[src/rtl/inst_fetch_pkg.sv]
// Shared fetch-side definitions: FSM state encodings, the nop word and
// the kseg0/kseg1 unmapped-segment constants.
package inst_fetch_pkg;

    typedef enum logic [1:0] {
        FETCH_IDLE = 2'd0,
        FETCH_REQ  = 2'd1,
        FETCH_RESP = 2'd2
    } fetch_state_e;

    localparam logic [31:0] FETCH_NOP       = 32'h0000_0000;
    localparam logic [31:0] KSEG_UNMAP_MASK = 32'h1fff_ffff;
    localparam logic [1:0]  KSEG01_BITS     = 2'b10;

    function automatic logic is_kseg01(input logic [31:0] va);
        return va[31:30] == KSEG01_BITS;
    endfunction

endpackage

[src/rtl/fetch_xlate.sv]
// Combinational virtual-to-physical translation; kseg0/kseg1 are unmapped
// windows onto the low 512 MB, everything else passes through unchanged.
module fetch_xlate
    import inst_fetch_pkg::*;
(
    input  logic [31:0] va,
    output logic [31:0] pa
);

    assign pa = is_kseg01(va) ? (va & KSEG_UNMAP_MASK) : va;

endmodule

[src/rtl/inst_fetch.sv]
// Instruction-fetch responder: latches the PC, runs one req/ack bus read and
// returns the word with a one-cycle valid pulse. INST_FETCH_BUF_EN adds a
// one-entry fetch buffer.
module inst_fetch
    import inst_fetch_pkg::*;
#(
    parameter int unsigned TIMEOUT_CYCLES = 255,
    parameter logic [31:0] RESET_INSTR    = FETCH_NOP
) (
    input  logic         clk,
    input  logic         rest,
    input  logic [31:0]  pc_addr,
    input  logic         inv,
    output logic [31:0]  instr,
    output logic         instr_valid,
    output logic         stall,
    output logic         adel,
    output logic         ibe,
    output logic [31:0]  bad_vaddr,
    output logic         bus_req,
    output logic [31:0]  bus_addr,
    input  logic         bus_ack,
    input  logic [31:0]  bus_rdata,
    input  logic         bus_err,
    output fetch_state_e state
);

    logic [31:0] pa;
    logic [31:0] wait_cnt;
    logic        buf_hit;

    fetch_xlate u_xlate (
        .va (pc_addr),
        .pa (pa)
    );

    assign stall = !instr_valid;

`ifdef INST_FETCH_BUF_EN
    logic        buf_valid;
    logic [31:0] buf_vaddr;
    logic [31:0] buf_data;

    // inv is checked here too so a same-cycle invalidate cannot be bypassed.
    assign buf_hit = buf_valid && !inv && (buf_vaddr == pc_addr);

    always_ff @(posedge clk) begin
        if (rest || inv) begin
            buf_valid <= 1'b0;
        end else if (state == FETCH_REQ && !bus_err && bus_ack) begin
            buf_valid <= 1'b1;
            buf_vaddr <= bad_vaddr;
            buf_data  <= bus_rdata;
        end
    end
`else
    logic unused_inv;
    assign unused_inv = inv;
    assign buf_hit    = 1'b0;
`endif

    always_ff @(posedge clk) begin
        if (rest) begin
            state       <= FETCH_IDLE;
            bus_req     <= 1'b0;
            bus_addr    <= '0;
            instr       <= RESET_INSTR;
            instr_valid <= 1'b0;
            adel        <= 1'b0;
            ibe         <= 1'b0;
            bad_vaddr   <= '0;
            wait_cnt    <= '0;
        end else begin
            instr_valid <= 1'b0;
            adel        <= 1'b0;
            ibe         <= 1'b0;
            case (state)
                FETCH_IDLE: begin
                    bad_vaddr <= pc_addr;
                    if (pc_addr[1:0] != 2'b00) begin
                        state       <= FETCH_RESP;
                        adel        <= 1'b1;
                        instr_valid <= 1'b1;
                        instr       <= RESET_INSTR;
                    end else if (buf_hit) begin
                        state       <= FETCH_RESP;
                        instr_valid <= 1'b1;
`ifdef INST_FETCH_BUF_EN
                        instr       <= buf_data;
`endif
                    end else begin
                        state    <= FETCH_REQ;
                        bus_req  <= 1'b1;
                        bus_addr <= pa;
                    end
                end
                FETCH_REQ: begin
                    if (bus_err) begin
                        state       <= FETCH_RESP;
                        bus_req     <= 1'b0;
                        wait_cnt    <= '0;
                        ibe         <= 1'b1;
                        instr_valid <= 1'b1;
                        instr       <= RESET_INSTR;
                    end else if (bus_ack) begin
                        state       <= FETCH_RESP;
                        bus_req     <= 1'b0;
                        wait_cnt    <= '0;
                        instr_valid <= 1'b1;
                        instr       <= bus_rdata;
                    end else if (TIMEOUT_CYCLES != 0 && wait_cnt == TIMEOUT_CYCLES - 1) begin
                        state       <= FETCH_RESP;
                        bus_req     <= 1'b0;
                        wait_cnt    <= '0;
                        ibe         <= 1'b1;
                        instr_valid <= 1'b1;
                        instr       <= RESET_INSTR;
                    end else begin
                        wait_cnt <= wait_cnt + 32'd1;
                    end
                end
                FETCH_RESP: state <= FETCH_IDLE;
                default:    state <= FETCH_IDLE;
            endcase
        end
    end

endmodule

[config.mk]
export PLATFORM = sky130hd
export DESIGN_NAME = inst_fetch
export DESIGN_NICKNAME = d
export VERILOG_FILES = /design/src/rtl/inst_fetch_pkg.sv /design/src/rtl/fetch_xlate.sv /design/src/rtl/inst_fetch.sv
export SDC_FILE = /design/constraint.sdc
export NUM_CORES = 1
export LEC_CHECK = 0
export BUFFER_PORTS_ARGS = -buffer_cell sky130_fd_sc_hd__clkbuf_2
export CAP_MARGIN = 20
export CORE_ASPECT_RATIO = 1.2
export CORE_MARGIN = 5
export CORE_UTILIZATION = 38
export DETAILED_ROUTE_END_ITERATION = 8
export PLACE_DENSITY = 0.58
export SYNTH_ARGS = -nofsm -noshare
export SYNTH_HDL_FRONTEND = slang
export SYNTH_HIERARCHICAL = 1
export SYNTH_SLANG_ARGS = --single-unit
[constraint.sdc]
create_clock -name clk -period 3.1 [get_ports clk]
set_input_delay 0.465 -clock clk [delete_from_list [all_inputs] [get_ports clk]]
set_output_delay 0.465 -clock clk [all_outputs]
set_load 0.005 [all_outputs]
==> flow_summary.toml <==
[route]
drt-total-wl_um = 15500
dr.pass1.iters = 5
wl_per_cell_um = 15.5
drt_drc_violations_left = 0
route.vias.total = 5299
viasPerCell = 5.30
drt_iter0_markers = 323
postRouteAntennaNets = 0

[die]
die-height_um = 143
dieWidth_um = 121
dieArea_um2 = 17400
start_util = 0.390
ios = 172
rows = 48
placeableCoreArea_um2 = 14500

[timing]
tightest_slew_ns = 1.06
setup_tns_ns = 0
drv_slew = 0
slew_headroom = 0.292
finalCritPeriodShare = 0.741
clock_skew_ns = 0.00626
whs_ns = 0.249
max_freq_mhz = 435
finalSetupViolCount = 0
rsz0062_at_grt = "no"
finalCriticalPeriod_ns = 2.30
hold_viol_final = 0

[setup_path]
rrSetupSlack_ns = 0.80
cpLargestDelayFamily = "simple AND/OR/NAND/NOR gates"
path_cells = "and4b_1 -> nand4_4 -> or4_1 -> a221oi_1"
crit_path_end_kind = "flip-flop"
crit_buf_inv = 0
required_ns = 3.42
cp-start-kind = "flip-flop"
worst_path_largest_cell_delay_ns = 0.58
crit_type = "flip-flop to flip-flop"
crit_slowest_cell = "or4_1"
arrival_ns = 2.62
timing.critical_path.fanout_max = 21

[global_routing]
grt_pass1_vias = 5087
overflow = 0
grt_antenna_before_repair = 0
grt_use_total = 0.177
grt_pass1_wl_um = 24900
grt_max_degree = 69

[power]
irDropWorstVdd_v = 0.000278
power_density_nw_per_um2 = 596
leakage_uw = 0.00275

[clock_tree]
cts-buffers-inserted = 17
hold_buffers = 0
cts.path.max_buffers = 2
numClockSinks = 134
cts_tree = "built"
clk_pin_slew_ns = 0.06
htreeDepth = 4
insertion_delay_ns = 0.42
cts-root-buf = "clkbuf_16"
cts-resized-gates = 0
post-cts-setup-buffers = 0

[place]
place_inst = 968
place.gp.congestion = 0.772
io_buffers = 170
dp_hpwl_um = 10600

[layout]
fin_nets = 858
final_cell_count_no_fill = 999
drive_gt1_frac = 0.277
diodes = 0
area_delta_synth_final_pct = 23.9

[logic_synthesis]
yosys_most_used_dff = "dfxtp_1"
synth_cell_types = 45
syn_inst = 674
synth_area_um2 = 5640
ys.warnings.count = 6
yosysSeqAreaShare = 0.475
synth_seq_cells = 134
async_flop_share = 0
syn-num-nets = 745
synth_edf_count = 0
avgSynthCellArea_um2 = 8.37

[run_status]
status = "complete, no violations"

[min_path]
hp-class = "input port to flip-flop"

[job]
cap_viol_max_count = 0
[worst paths after layout]
check	start	end	cells after the start
max	state[0]$_SDFFE_PP0P_	wait_cnt[22]$_SDFFE_PP0P_	4
min	bus_rdata[8]	instr[8]$_SDFFE_PP0P_	3
max reg2reg	state[0]$_SDFFE_PP0P_	wait_cnt[22]$_SDFFE_PP0P_	4
min reg2reg	bus_addr[23]$_SDFFE_PP0P_	bus_addr[23]$_SDFFE_PP0P_	2
[Yosys cell counts (5+ instances only)]
cell type | n | share of area
nand3_1 | 11 | 0.0098
or3_1 | 9 | 0.010
or4_1 | 12 | 0.016
a21oi_1 | 64 | 0.057
buf_4 | 30 | 0.040
nor2_1 | 5 | 0.0033
xor2_1 | 8 | 0.012
and4_1 | 5 | 0.0078
nand4_1 | 11 | 0.012
o21ai_0 | 40 | 0.035
o31ai_1 | 13 | 0.017
a211oi_1 | 10 | 0.013
dfxtp_1 | 134 | 0.48
nand2_1 | 171 | 0.11
a221oi_1 | 21 | 0.033
inv_1 | 6 | 0.0040
a32oi_1 | 32 | 0.050
clkbuf_1 | 49 | 0.033
[worst min-delay path, cell delays in order]
cell and delay, ns:
clkbuf_2 0.07, a32oi_1 0.04, o21ai_0 0.05
[logic make-up after synthesis]
logic type | count (synthesis) | synth area share
adder cells (fa/ha/maj) | 2 | 0.00443
buffers and inverters | 93 | 0.0841
XOR/XNOR | 9 | 0.0140
AO/OA/AOI/OAI | 189 | 0.217
AND/OR/NAND/NOR | 247 | 0.205
flip-flops | 134 | 0.475
[area by class of cell]
type | count | area [um2]
flip-flops and latches | 134 | 2680
multi-input cells | 447 | 2510
clock inverters | 8 | 97.6
fillers | 1414 | 7480
repair buffers | 180 | 938
clock buffers | 23 | 488
inverters | 7 | 26.3
well taps | 200 | 250
[flip-flops by register name, indices dropped and copies added (netlist names)]
register / cells
ibe: 1
bus_addr: 32
instr_valid: 1
wait_cnt: 32
state: 2
adel: 1
bad_vaddr: 32
bus_req: 1
instr: 32
[layer usage]
metal / track usage / part of all wire / vias up
met5: 0 / 0 / -
met4: 0.0673 / 0.016 / 0
met3: 0.0665 / 0.076 / 22
met2: 0.288 / 0.48 / 183
met1: 0.212 / 0.43 / 2478
li1: - / - / 2616
[metrics by stage]
stage / power (uW) / cell area, um2 / worst slack (ns) / utilization
final: 4170 / 6990 / 0.803 / 0.483
after global routing: 4360 / 6990 / 0.651 / 0.483
after CTS: 4220 / 6990 / 0.828 / 0.483
after detailed placement: 2230 / 6410 / 0.848 / 0.443
after global placement: 2210 / 6410 / 0.899 / 0.443
after floorplan: 2070 / 5640 / 1.27 / -
[power breakdown]
part           switching (uW)  internal (uW)  leakage (uW)
sequential               41.0           1790       0.00109
clock                     727           1260      0.000281
combinational             223            130       0.00138
total                     992           3180       0.00275
[layout by cell type (no fill, tap or decap), drive strengths merged, types with 7 or more instances in the layout]
cell,Yosys,layout
buf,37,11
clkbuf,49,192
nand3,11,11
a221oi,21,21
xor2,8,8
or3,9,9
or4,12,12
a21oi,64,64
dfxtp,134,134
o21ai,42,42
o31ai,13,13
inv,7,7
nand4,13,13
a32oi,32,32
nand2,171,171
a211oi,10,10
No activity file was read; power rests on OpenSTA's default activity.
